### src/rtl/uart_pkg.sv
// Shared types and helpers for the UART transmit/receive path.
// Optional parity support is selected with the UART_TX_PARITY_EN macro in uart_tx_serializer.
package uart_pkg;

    typedef enum logic [2:0] {
        ST_IDLE,
        ST_ARM,
        ST_START,
        ST_DATA,
        ST_PARITY,
        ST_STOP
    } uart_state_e;

    localparam logic UART_IDLE_LEVEL  = 1'b1;
    localparam logic UART_START_LEVEL = 1'b0;

    // Smallest width that can count 0 .. data_bits-1 (never below 1).
    function automatic int unsigned uart_cnt_width(input int unsigned data_bits);
        int unsigned w;
        w = 1;
        while ((32'd1 << w) < data_bits) begin
            w = w + 1;
        end
        return w;
    endfunction

endpackage

### src/rtl/uart_tick_detect.sv
// Turns a toggling bit clock into a one-cycle tick on the system clock.
// The bit clock is treated purely as data; usable on tx_clk or rx_clk.
module uart_tick_detect (
    input  logic clk,
    input  logic rst_n,
    input  logic bit_clk,
    output logic tick
);

    logic bit_clk_d;
    logic bit_clk_q;

    always_comb begin
        bit_clk_d = bit_clk;
    end

    always_ff @(posedge clk or negedge rst_n) begin
        if (!rst_n) begin
            bit_clk_q <= 1'b0;
        end else begin
            bit_clk_q <= bit_clk_d;
        end
    end

    assign tick = bit_clk ^ bit_clk_q;

endmodule

### src/rtl/uart_tx_serializer.sv
// UART transmit serializer: start bit, LSB-first data, optional parity, stop bit(s).
// Parity is compiled in when UART_TX_PARITY_EN is defined; PARITY_ODD selects its sense.
module uart_tx_serializer
    import uart_pkg::*;
#(
    parameter int unsigned DATA_BITS  = 8,
    parameter int unsigned STOP_BITS  = 1,
    parameter int unsigned PARITY_ODD = 0
) (
    input  logic                 baud_clk,
    input  logic                 baud_rst_n,
    input  logic                 tx_clk,
    input  logic [DATA_BITS-1:0] tx_data,
    input  logic                 tx_valid,
    output logic                 tx_ready,
    output logic                 tx_busy,
    output logic                 tx_done,
    output logic                 tx_out
);

    localparam int unsigned    CNT_W     = uart_cnt_width(DATA_BITS);
    localparam logic [CNT_W-1:0] LAST_DATA = CNT_W'(DATA_BITS - 1);
    localparam logic [CNT_W-1:0] LAST_STOP = CNT_W'(STOP_BITS - 1);

    if ((DATA_BITS < 5) || (DATA_BITS > 9) || (STOP_BITS < 1) || (STOP_BITS > 2)
        || (PARITY_ODD > 1)) begin : g_param_check
        $error("uart_tx_serializer: illegal parameter value");
    end

    logic tick;

    uart_tick_detect u_tick_detect (
        .clk     (baud_clk),
        .rst_n   (baud_rst_n),
        .bit_clk (tx_clk),
        .tick    (tick)
    );

    uart_state_e            state_d,  state_q;
    logic [DATA_BITS-1:0]   shift_d,  shift_q;
    logic [CNT_W-1:0]       cnt_d,    cnt_q;
    logic                   tx_out_d, tx_out_q;
    logic                   tx_done_d, tx_done_q;
`ifdef UART_TX_PARITY_EN
    logic                   parity_d, parity_q;
`endif

    always_comb begin
        state_d   = state_q;
        shift_d   = shift_q;
        cnt_d     = cnt_q;
        tx_out_d  = tx_out_q;
        tx_done_d = 1'b0;
`ifdef UART_TX_PARITY_EN
        parity_d  = parity_q;
`endif
        case (state_q)
            ST_IDLE: begin
                tx_out_d = UART_IDLE_LEVEL;
                if (tx_valid) begin
                    shift_d = tx_data;
                    cnt_d   = '0;
                    state_d = ST_ARM;
`ifdef UART_TX_PARITY_EN
                    parity_d = (^tx_data) ^ (PARITY_ODD != 0);
`endif
                end
            end
            // A tick seen during the acceptance cycle is intentionally ignored (still IDLE).
            ST_ARM: begin
                if (tick) begin
                    state_d  = ST_START;
                    tx_out_d = UART_START_LEVEL;
                end
            end
            ST_START: begin
                if (tick) begin
                    state_d  = ST_DATA;
                    tx_out_d = shift_q[0];
                    cnt_d    = '0;
                end
            end
            ST_DATA: begin
                if (tick) begin
                    if (cnt_q == LAST_DATA) begin
                        cnt_d = '0;
`ifdef UART_TX_PARITY_EN
                        state_d  = ST_PARITY;
                        tx_out_d = parity_q;
`else
                        state_d  = ST_STOP;
                        tx_out_d = UART_IDLE_LEVEL;
`endif
                    end else begin
                        shift_d  = shift_q >> 1;
                        cnt_d    = cnt_q + CNT_W'(1);
                        tx_out_d = shift_q[1];
                    end
                end
            end
`ifdef UART_TX_PARITY_EN
            ST_PARITY: begin
                if (tick) begin
                    state_d  = ST_STOP;
                    tx_out_d = UART_IDLE_LEVEL;
                    cnt_d    = '0;
                end
            end
`endif
            ST_STOP: begin
                tx_out_d = UART_IDLE_LEVEL;
                if (tick) begin
                    if (cnt_q == LAST_STOP) begin
                        state_d   = ST_IDLE;
                        tx_done_d = 1'b1;
                        cnt_d     = '0;
                    end else begin
                        cnt_d = cnt_q + CNT_W'(1);
                    end
                end
            end
            default: begin
                state_d  = ST_IDLE;
                tx_out_d = UART_IDLE_LEVEL;
            end
        endcase
    end

    always_ff @(posedge baud_clk or negedge baud_rst_n) begin
        if (!baud_rst_n) begin
            state_q   <= ST_IDLE;
            shift_q   <= '0;
            cnt_q     <= '0;
            tx_out_q  <= UART_IDLE_LEVEL;
            tx_done_q <= 1'b0;
        end else begin
            state_q   <= state_d;
            shift_q   <= shift_d;
            cnt_q     <= cnt_d;
            tx_out_q  <= tx_out_d;
            tx_done_q <= tx_done_d;
        end
    end

`ifdef UART_TX_PARITY_EN
    always_ff @(posedge baud_clk or negedge baud_rst_n) begin
        if (!baud_rst_n) begin
            parity_q <= 1'b0;
        end else begin
            parity_q <= parity_d;
        end
    end
`endif

    assign tx_ready = (state_q == ST_IDLE);
    assign tx_busy  = (state_q != ST_IDLE);
    assign tx_done  = tx_done_q;
    assign tx_out   = tx_out_q;

endmodule

### config.mk
export PLATFORM = sky130hd
export DESIGN_NAME = uart_tx_serializer
export DESIGN_NICKNAME = d
export VERILOG_FILES = /design/src/rtl/uart_pkg.sv /design/src/rtl/uart_tick_detect.sv /design/src/rtl/uart_tx_serializer.sv
export SDC_FILE = /design/constraint.sdc
export NUM_CORES = 1
export LEC_CHECK = 0
export CAP_MARGIN = 20
export CORE_MARGIN = 10
export CORE_UTILIZATION = 51
export CTS_CLUSTER_DIAMETER = 120
export DETAILED_ROUTE_END_ITERATION = 10
export PLACE_DENSITY = 0.77
export RECOVER_POWER = 25
export SETUP_SLACK_MARGIN = 0.15
export SYNTH_ARGS = -nofsm -noshare
export SYNTH_HDL_FRONTEND = slang
export SYNTH_HIERARCHICAL = 1
export SYNTH_SLANG_ARGS = --single-unit
### constraint.sdc
create_clock -name baud_clk -period 2.3 [get_ports baud_clk]
set_input_delay 0.46 -clock baud_clk [delete_from_list [all_inputs] [get_ports baud_clk]]
set_output_delay 0.46 -clock baud_clk [all_outputs]
set_load 0.01 [all_outputs]
# After elaboration in Yosys (flattened, before gate mapping)
# Index checks and enable logic that the tools add are counted.
[op_classes]
n_mux = 27
eq_ne = 13
bitwise = 1
addsub = 1
n_reduce_logical = 9
[op_table]
columns = ["cell", "n"]
rows = [
  ["3-bit 2-to-1 mux", 13],
  ["8-bit 2-to-1 mux", 3],
  ["2-bit inequality test, second input constant", 8],
  ["8-bit case mux with 2 select lines", 1],
  ["3-bit case mux with 5 select lines", 1],
  ["3-bit case mux with 4 select lines", 1],
  ["1-bit 2-to-1 mux", 7],
  ["7-bit AND reduction", 1],
  ["3-bit by 2-bit == test with 1-bit output, second input constant", 2],
  ["3-bit == test, second input constant", 2],
  ["3-bit logical NOT", 2],
  ["5-bit AND reduction", 1],
  ["4-bit AND reduction", 1],
  ["4-bit nonzero test", 1],
  ["3-bit by 1-bit adder with 3-bit output, second input constant", 1],
  ["3-bit by 1-bit == test with 1-bit output, second input constant", 1],
  ["1-bit case mux with 3 select lines", 1],
  ["3-bit AND reduction", 1],
  ["3-bit nonzero test", 1],
  ["2-bit nonzero test", 1],
  ["1-bit XOR", 1],
]
[totals]
register_bits = 17
input_bits = 12
out_inout_bits = 4
elab_cells = 57

# Logic depth before layout (Yosys ltp)
# Gate-level depths: netlist of run 1.
[logic_depth]
depth_word = 4
depth_mapped = 7
ltp_nobuf = 6

# Modules after synthesis
# Netlist of run 1, hierarchy kept.
[by_module_without_submodules]
columns = ["module", "cells_each", "seq_area_each_um2", "area_per_inst_um2", "instances"]
rows = [
  ["uart_tx_serializer", 98, 401.6, 959.7, 1],
  ["uart_tick_detect", 2, 25.0, 33.8, 1],
]

# Worst setup path after synthesis of run 1
# No wires, ideal clock.
[synth_timing]
kind = "input port to flip-flop"
startpoint = "input port tx_clk"
endpoint = "register cnt_q[1]"
slack_ps = 574
stages = 6
t_arrival_ps = 1601
required_time_ps = 2175
n_path_buf = 1
setup_ps = 125
cell_sequence = "xor2_1 > buf_2 > and3_1 > a21oi_1 > a2bb2oi_2 > mux2_2"
[synth_via]
elab_chain_len = 3
elab_cells_between_ends = 5
classes_between = "eq/ne: 3; bitwise: 1; reduce/logical: 1"
[synth_rtl]
columns = ["item", "line", "text"]
rows = [
  ["start: declaration", "uart_tx_serializer.sv:12", "input logic tx_clk,"],
  ["1-bit XOR (*)", "uart_tick_detect.sv:25", "assign tick = bit_clk ^ bit_clk_q;"],
  ["2-bit inequality test (no source line)", "n/a", ""],
  ["5-bit AND reduction (no source line) (*)", "n/a", ""],
  ["end signal: assignment", "uart_tx_serializer.sv:139", "cnt_q <= cnt_d;"],
  ["end: declaration", "uart_tx_serializer.sv:41", "logic [CNT_W-1:0] cnt_d, cnt_q;"],
]
# Mark *: on every way between the ends. The rest lies on a longest branch, timed or not.
# A chain may end at the register's enable or synchronous reset.

# Worst setup path after layout of run 1
[layout_timing]
startpoint = "register state_q[1]"
endpoint = "output port tx_busy"
[layout_via]
elab_chain_len = 1
[layout_rtl]
columns = ["item", "line", "text"]
rows = [
  ["start: declaration", "uart_tx_serializer.sv:39", "uart_state_e state_d, state_q;"],
  ["start signal: assignment", "uart_tx_serializer.sv:137", "state_q <= state_d;"],
  ["3-bit nonzero test", "uart_tx_serializer.sv:156", "assign tx_busy = (state_q != ST_IDLE);"],
  ["end: declaration", "uart_tx_serializer.sv:16", "output logic tx_busy,"],
]
# No other way between the ends.

==> results.md, run 1 <==
* Outcome: completed
* Area delta synth->final at 21.8%
* GRT Total Usage at approximately a tenth
* Post-DRT Antenna Nets at 0
* Core area at about 1800 um^2
* Power Density at between 1000 and 1500 nW/um^2
* Clock sinks at 17
* Seq/Total Area, Yosys at 42.9%
* Cell Area, Synth at about 990 um^2
* R2R Setup Slk at 0.60 ns
* Xor and xnor area share after synthesis at less than 1%
* Switching share of power at approximately 39%
* Initial Util at between 50% and 60%
* Largest family of logic cells by synthesized area: compound AO/OA/AOI/OAI gates
* Crit path capture type: output port
* Hpwl dp at about 1.5 mm
* CTS Buffer Depth at 2
* Initial antenna violation count at 0
* Min Hold Slack at approximately 0.54 ns
* Max-cap violation count at 0
* Design Area, Final at 1210 um^2
* Total iterations of the first detailed-routing run at 4
* Final Hold Viols at 0
* First-pass GRT wire length at 3.27 mm
* RSZ-0062 raised after global routing: no
* Cells after Synth at 100
* Mux share of post-synthesis cell area at approximately 10%
* CTS root buffer: clkbuf_4
* Final nets at roughly 140
* CP cell instances: or3_1, clkdlybuf4s50_1
* Leakage at between 0.5 and 0.6 nW
* Design Power at approximately 1.4 mW
* Die H at 64.1 um
* Worst setup path class: reg2out
* GRT Residual Overflow at 0
* Dpl cells at roughly 140
* Setup WS pre-CTS at 0.0419 ns
* Vias at approximately 750
* Final Max Tran Viols at 0
* Simple-gate portion of the synthesized area at 15.5%
* Buf/Inv on CP at 1
* Comb pwr share at approximately 53%
* Main synth FF type: dfrtp_1
* Fraction of layout cells with a size suffix above 1 at between 10% and 20%
* Critical path's slowest cell: clkdlybuf4s50_1
* Worst slew pin tran at around 0.91 ns
* Synth Area in Compound Gates at 18.4%
* Library cells used by synthesis at 35
* Synth Area in Adders at under 10%
* Gp weighted congestion at 0.838
* Placement Cell Area at about 1200 um^2
* Clock power frac at 12.3%
* Critical Path Source Type: register
* Final setup TNS at 0 ns
* Worst clock skew at a little over 0.006 ns
* Vias in the first global route at 731
* Total CTS buffers at 3
* H-tree depth at 1
* Hold-fix buffers at CTS at 0
* Clk pin slew, worst setup/hold paths at ~0.11 ns
* Routed Wire Length at 1.95 mm
* Commonest cells after routing, fill and taps aside: 16 x dfrtp_1, 13 x clkdlybuf4s50_1, 11 x nor2_1, 9 x mux2i_1, 9 x a21oi_1
* Largest net degree at the start of global routing at 19
* Worst-Skew Late Latency at about 0.3 ns
* Minimum clock period at 2.02 ns
* Vias per std cell at a little over 5
* Critical path arrival at approximately 1.6 ns
* Flop pwr share at between 30% and 40%
* Chip width at 64.1 um
* Sw power at 0.537 mW
* IO buf count at 15
* HP Class: reg2reg
* Resized Gates After CTS at 0
* Fin crit share at around 90%
* Synth Register Bits at 17
* Finished Core Util at around two thirds
* Top delay family on crit path: buffers and inverters
* Mapped Nets at about 120
* Post-route insts no fill at around 150
* FP Rows at 15
* Antenna cells at 0
* Worst stage delay on the critical path at between 0.4 and 0.5 ns
* Worst endpoint required time at about 1.8 ns
* CP max FO at 2
* CTS tree: yes
* Boundary pin count at 16
* Setup ws final at 0.285 ns
* Fmax at around 500 MHz
* Iter 0 DRT Violations at 17
* DR WL/cell at about 13 um
* Internal at ~0.83 mW
* # DRC at 0
* Post-CTS setup buffer count at 0
* Die area at around 4100 um^2
* Most common cell after layout, fill and taps aside: dfrtp_1
* Ys async rst share at 100%
* Slew headroom at 39.0%
* Avg Synthesized Cell Area at roughly 9.9 um^2
* Final setup fails at 0
* Synthesis warning total at 6
* Number of synthesized flops with an enable pin at 0
* Max IR drop VDD at roughly 0.53 mV
## per-layer routing
metal | share of wire [%] | routed length, um | vias up | GRT usage (%)
met2 | 45 | 875 | 14 | 14.1
li1 | - | - | 385 | -
met5 | 0 | 0 | - | 0
met3 | 3.2 | 62 | 7 | 2.96
met1 | 49 | 957 | 340 | 12.4
met4 | 3.0 | 58 | 0 | 6.95
## tightest hold or removal path: stages (launching register included)
cell and delay, ns:
dfrtp_1 0.36, nor2_1 0.05, a21oi_2 0.09
## kinds of logic (layout without fill, tap and decap cells)
kind of cell,count (synthesis),count (layout)
DFF,17,17
buffers and inverters,13,33
AOI/OAI and AO/OA,25,25
muxes,10,10
adders and majority gates,4,4
xor gates and xnor gates,1,1
and+or+nand+nor,30,30
## path summary, 6_finish.rpt
path	start	endpoint	cells after the start
setup / recovery	state_q[1]	tx_busy	2
hold / removal	shift_q[0]	shift_q[0]	2
min in group asynchronous	baud_rst_n	shift_q[0]	2
max in group asynchronous	baud_rst_n	cnt_q[1]	2
setup reg to reg	cnt_q[1]	shift_q[5]	7
hold reg to reg	shift_q[0]	shift_q[0]	2
## registers in the layout, indices dropped and copies added (netlist names)
register                 cells
state_q                      3
cnt_q                        3
u_tick_detect/bit_clk_q      1
tx_done                      1
tx_out                       1
shift_q                      8
## power groups by stage
stage	Combinational [mW]	Sequential, mW	Clock [mW]
2_1_floorplan	0.549	0.475	0
3_3_place_gp	0.714	0.474	0
3_5_place_dp	0.735	0.479	0
4_1_cts	0.737	0.472	0.172
5_1_grt	0.806	0.485	0.187
6_report	0.728	0.472	0.168
## final cells by class
| class | count | area [um^2] |
|---|---|---|
| Clock buffer | 3 | 22.5 |
| Clock inverter | 1 | 5.00 |
| Fill cell | 149 | 573 |
| Inverter | 7 | 26.3 |
| Multi-Input combinational cell | 70 | 497 |
| Sequential cell | 17 | 427 |
| Tap cell | 25 | 31.3 |
| Timing Repair Buffer | 22 | 201 |
## synthesized netlist by cell type, types with 4 or more instances
library cell | count | area, um^2
a21oi_1 | 9 | 45.0
dfrtp_1 | 16 | 400
ha_1 | 4 | 50.1
inv_1 | 7 | 26.3
mux2i_1 | 9 | 90.1
nand2_1 | 5 | 18.8
nor2_1 | 11 | 41.3
o21ai_0 | 4 | 20.0
Note: power is estimated with default switching activity, not from simulation.
==> run 2: changes to the inputs <==
--- a/config.mk
+++ b/config.mk
@@ -7,12 +7,14 @@
 export LEC_CHECK = 0
 export CAP_MARGIN = 20
 export CORE_MARGIN = 10
-export CORE_UTILIZATION = 51
+export CORE_UTILIZATION = 60
 export CTS_CLUSTER_DIAMETER = 120
 export DETAILED_ROUTE_END_ITERATION = 10
-export PLACE_DENSITY = 0.77
+export DONT_BUFFER_PORTS = 1
+export PLACE_DENSITY = 0.76
 export RECOVER_POWER = 25
 export SETUP_SLACK_MARGIN = 0.15
+export SLEW_MARGIN = 20
 export SYNTH_ARGS = -nofsm -noshare
 export SYNTH_HDL_FRONTEND = slang
 export SYNTH_HIERARCHICAL = 1
==> results.md, run 2 (synthesis gave the netlist of run 1 again) <==
* Fin crit share at a little under nine tenths
* Vias in the first global route at roughly 640
* Met1 wire length at around 850 um
* Chip width at around 61 um
* Gp weighted congestion at around 0.8
* Commonest cells after routing, fill and taps aside: 16 x dfrtp_1, 11 x nor2_1, 9 x mux2i_1, 9 x a21oi_1, 7 x inv_1
* Reg2reg path depth at 4
* Post-DRT Antenna Nets at 0
* Max IR drop VDD at just under 0.7 mV
* HP Class: in2reg
* Die H at 60.7 um
* Final Max Tran Viols at 0
* Fraction of layout cells with a size suffix above 1 at between 10% and 20%
* Critical path's slowest cell: dfrtp_1
* Worst endpoint required time at ~1.8 ns
* Clk pin slew, worst setup/hold paths at roughly 0.1 ns
* Slew headroom at a little under 50%
* Antenna cells at 0
* Core area at 1540 um^2
* CP cell instances: or3_1, inv_1
* Hold-fix buffers at CTS at 1
* Iter 0 DRT Violations at 6
* Boundary pin count at 16
* First-pass GRT wire length at 2.91 mm
* Hpwl dp at around 1.3 mm
* Top Metal Used: met4
* # DRC at 0
* Regs by FF count: shift_q (8), cnt_q (3), state_q (3)
* Final nets at ~120
* Crit path capture type: output port
* WHS Path Cells at 0
* R2R Setup Slk at 0.51 ns
* Final Hold Viols at 0
* CTS Buffer Depth at 2
* Number of flip-flops in the largest register at 8
* Total iterations of the first detailed-routing run at 4
* Post-route insts no fill at roughly 120
* Clock sinks at 17
* HP Start: tx_clk
* Final setup TNS at 0 ns
* IO buf count at 0
* Critical path arrival at about 1.5 ns
* Top reg by flops: shift_q
* Worst stage delay on the critical path at between 0.5 and 0.6 ns
* Worst-Skew Late Latency at just under 0.3 ns
* Max-cap violation count at 0
* Outcome: completed
* FP Rows at 14
* WHS Endpoint: u_tick_detect/bit_clk_q
* Vias at 681
* Largest net degree at the start of global routing at 20
* Worst slew pin tran at approximately 0.76 ns
* Worst setup path class: reg2out
* Minimum clock period at between 1.5 and 2 ns
* Dpl cells at 111
* Leakage at slightly below 0.5 nW
* Post-CTS setup buffer count at 0
* Met3 WL at between 100 and 150 um
* CTS root buffer: clkbuf_4
* CP max FO at 19
* RR Startpoint: state_q[0]
* Initial antenna violation count at 0
* DR WL/cell at 15.3 um
* Initial Util at between 60% and 70%
* Critical Path Source Type: register
* Most common cell after layout, fill and taps aside: dfrtp_1
* Routed Wire Length at 1.78 mm
* Vias per std cell at approximately 6
* Final setup fails at 0
* GRT Residual Overflow at 0
* CTS tree: yes
* Reg2reg end: cnt_q[1]
* Total CTS buffers at 3
* RSZ-0062 raised after global routing: no
* H-tree depth at 1
* Die area at between 3000 and 4000 um^2
* Design Power at around 1.2 mW
* Worst clock skew at between 0.002 and 0.0025 ns
* GRT Total Usage at 10.2%
* Min Hold Slack at around 0.19 ns
* Power Density at 1210 nW/um^2
* Area delta synth->final at 2.01%
* Fmax at approximately 510 MHz
* Met2 WL post-DR at around 800 um
* Resized Gates After CTS at 0
## run 2: area by class of cell
cell class	count	area, um^2
Fill cell	123	528
Multi-Input combinational cell	70	497
Sequential cell	17	427
Clock buffer	4	26.3
Inverter	7	26.3
Tap cell	16	20.0
Timing Repair Buffer	2	17.5
## run 2: metrics by stage
step / utilization, % / worst slack [ns] / cell area, um^2
floorplan: - / 0.574 / 993
global placement: 63.4 / 0.585 / 977
detailed placement: 63.4 / 0.497 / 977
CTS: 65.7 / 0.327 / 1010
global route: 65.7 / 0.244 / 1010
finish: 65.7 / 0.338 / 1010
## run 2: worst max-delay path, delay by kind of cell, from the launching register on
| kind | cells | cell delay (ns) |
|---|---|---|
| AND/OR/NAND/NOR | 1 | 0.50 |
| flip-flops | 1 | 0.58 |
| buffers and inverters | 1 | 0.13 |
## run 2: layer usage
layer / vias to the layer above / GRT usage (%)
li1: 348 / -
met1: 316 / 12.6
met2: 13 / 15.9
met3: 4 / 3.76
met4: 0 / 3.76
met5: - / 0
## run 2: where the power goes
group / internal, mW / total (mW) / switching [mW]
clock network: 0.0674 / 0.159 / 0.0912
registers: 0.416 / 0.564 / 0.148
logic: 0.240 / 0.502 / 0.262
## run 2: worst max-delay path by stage
stage                          start          to  slack (ns)  cells past startpoint
after floorplan               tx_clk    cnt_q[1]        0.57                      6
after global placement        tx_clk  state_q[0]        0.59                      6
after detailed placement      tx_clk  state_q[0]        0.50                      6
after CTS                 state_q[0]    tx_ready        0.33                      2
after global routing      state_q[0]    tx_ready        0.24                      2
final                     state_q[0]    tx_ready        0.34                      2
==> run 3: changes to the inputs <==
--- a/config.mk
+++ b/config.mk
@@ -5,13 +5,14 @@
 export SDC_FILE = /design/constraint.sdc
 export NUM_CORES = 1
 export LEC_CHECK = 0
+export ABC_CLOCK_PERIOD_IN_PS = 2300
 export CAP_MARGIN = 20
 export CORE_MARGIN = 10
 export CORE_UTILIZATION = 60
 export CTS_CLUSTER_DIAMETER = 120
 export DETAILED_ROUTE_END_ITERATION = 10
 export DONT_BUFFER_PORTS = 1
-export PLACE_DENSITY = 0.76
+export PLACE_DENSITY = 0.77
 export RECOVER_POWER = 25
 export SETUP_SLACK_MARGIN = 0.15
 export SLEW_MARGIN = 20
==> results.md, run 3 (synthesis gave the netlist of run 1 again) <==
* R2R Setup Slk at approximately 0.5 ns
* Slew headroom at around 49%
* Boundary pin count at 16
* WHS Endpoint: u_tick_detect/bit_clk_q
* FILL cells at 133
* H-tree depth at 1
* RR Startpoint: cnt_q[1]
* CTS Buffer Depth at 2
* Final setup fails at 0
* Most common cell after layout, fill and taps aside: dfrtp_1
* Design Power at 1.24 mW
* Vias at approximately 690
* Post-CTS setup buffer count at 0
* Worst endpoint required time at 1.84 ns
* Reg2reg path depth at 6
* Outcome: completed
* Critical path arrival at about 1.5 ns
* CTS tree: yes
* FP Rows at 14
* Reg2reg end: shift_q[4]
* Routed Wire Length at 1.91 mm
* Clk pin slew, worst setup/hold paths at 0.09 ns
* CTS root buffer: clkbuf_4
* Hpwl dp at 1.39 mm
* First-pass GRT wire length at slightly below 3 mm
* HP Start: tx_clk
* Leakage at about 0.49 nW
* Worst setup path class: reg2out
* Total iterations of the first detailed-routing run at 5
* Worst slew pin tran at 0.767 ns
* Power Density at 1220 nW/um^2
* # DRC at 0
* IO buf count at 0
* Die area at roughly 3700 um^2
* Initial antenna violation count at 0
* GRT Residual Overflow at 0
* Fraction of layout cells with a size suffix above 1 at 12.0%
* DR WL/cell at 16.4 um
* Gp weighted congestion at 0.813
* RSZ-0062 raised after global routing: no
* Fin crit share at between 80 and 90%
* Final Max Tran Viols at 0
* Initial Util at ~64%
* Worst-Skew Late Latency at a little under 0.3 ns
* Fmax at a little over 500 MHz
* Number of flip-flops in the largest register at 8
* WHS Path Cells at 0
* Vias per std cell at a little under 6
* GRT Total Usage at between 10% and 20%
* Final setup TNS at 0 ns
* Total CTS buffers at 3
* Vias in the first global route at 625
* Max-cap violation count at 0
* Max IR drop VDD at approximately 0.60 mV
* Area delta synth->final at 2.01%
* Final Hold Viols at 0
* HP Class: in2reg
* Top reg by flops: shift_q
* Chip width at 60.7 um
* Critical Path Source Type: register
* Crit path capture type: output port
* Antenna cells at 0
* Post-DRT Antenna Nets at 0
* Regs by FF count: shift_q (8), cnt_q (3), state_q (3)
* Final nets at 117
* Largest net degree at the start of global routing at 20
* Clock sinks at 17
* Minimum clock period at 1.96 ns
* Iter 0 DRT Violations at 33
* Die H at just over 60 um
* Worst clock skew at 0.000829 ns
* Commonest cells after routing, fill and taps aside: 16 x dfrtp_1, 11 x nor2_1, 9 x mux2i_1, 9 x a21oi_1, 7 x inv_1
* Core area at 1540 um^2
* CP max FO at 19
==> run 3: cell counts in the layout (fill, tap and decap cells not counted) <==
Identical to the previous run, type by type.
==> run 3: repair_timing <==
action / 4_1_cts / 5_1_grt
hold buffers: 1 / 0
gates resized for setup: 0 / 0
endpoints found under the hold margin: 17 / 0
==> run 3: cell type report <==
type,count,area (um^2),area share [%]
Multi-Input combinational cell,70,497,49.0
Inverter,7,26.3,2.59
Sequential cell,17,427,42.1
Timing Repair Buffer,2,17.5,1.73
Clock buffer,4,26.3,2.59
Tap cell,16,20.0,1.98
==> run 3: worst max-delay path by stage <==
stage,from,end,slack [ns],cells after the start
after global placement,tx_clk,state_q[0],0.53,6
after detailed placement,tx_clk,shift_q[4],0.50,6
final,state_q[0],tx_ready,0.34,2
after global routing,state_q[0],tx_ready,0.24,2
after floorplan,tx_clk,cnt_q[1],0.57,6
after CTS,state_q[0],tx_ready,0.33,2
==> run 3: report_power, final <==
group / leakage (nW) / total [mW] / switching, mW / internal [mW]
Combinational: 0.268 / 0.506 / 0.265 / 0.241
Clock: 0.0150 / 0.160 / 0.0926 / 0.0675
Sequential: 0.204 / 0.571 / 0.155 / 0.416
==> run 3: metal layers <==
| metal | vias up | track usage (%) | wire length [um] |
|---|---|---|---|
| li1 | 350 | - | - |
| met1 | 306 | 13.4 | 864 |
| met2 | 25 | 15.3 | 882 |
| met3 | 6 | 3.76 | 122 |
| met4 | 0 | 4.70 | 36 |
| met5 | - | 0 | 0 |
==> run 3: critical path: stages (launching register included) <==
cell and delay [ns]:
dfrtp_1 0.58, or3_1 0.49, inv_1 0.13
==> run 3: metrics by stage <==
stage | worst slack, ns | hold slack [ns] | utilization [%] | instance area, um^2 | std cells
floorplan | 0.574 | 0.164 | - | 993 | 100
global placement | 0.532 | 0.165 | 63.4 | 977 | 111
detailed placement | 0.500 | 0.165 | 63.4 | 977 | 111
CTS | 0.330 | 0.181 | 65.7 | 1010 | 116
global route | 0.240 | 0.171 | 65.7 | 1010 | 116
finish | 0.343 | 0.187 | 65.7 | 1010 | 116
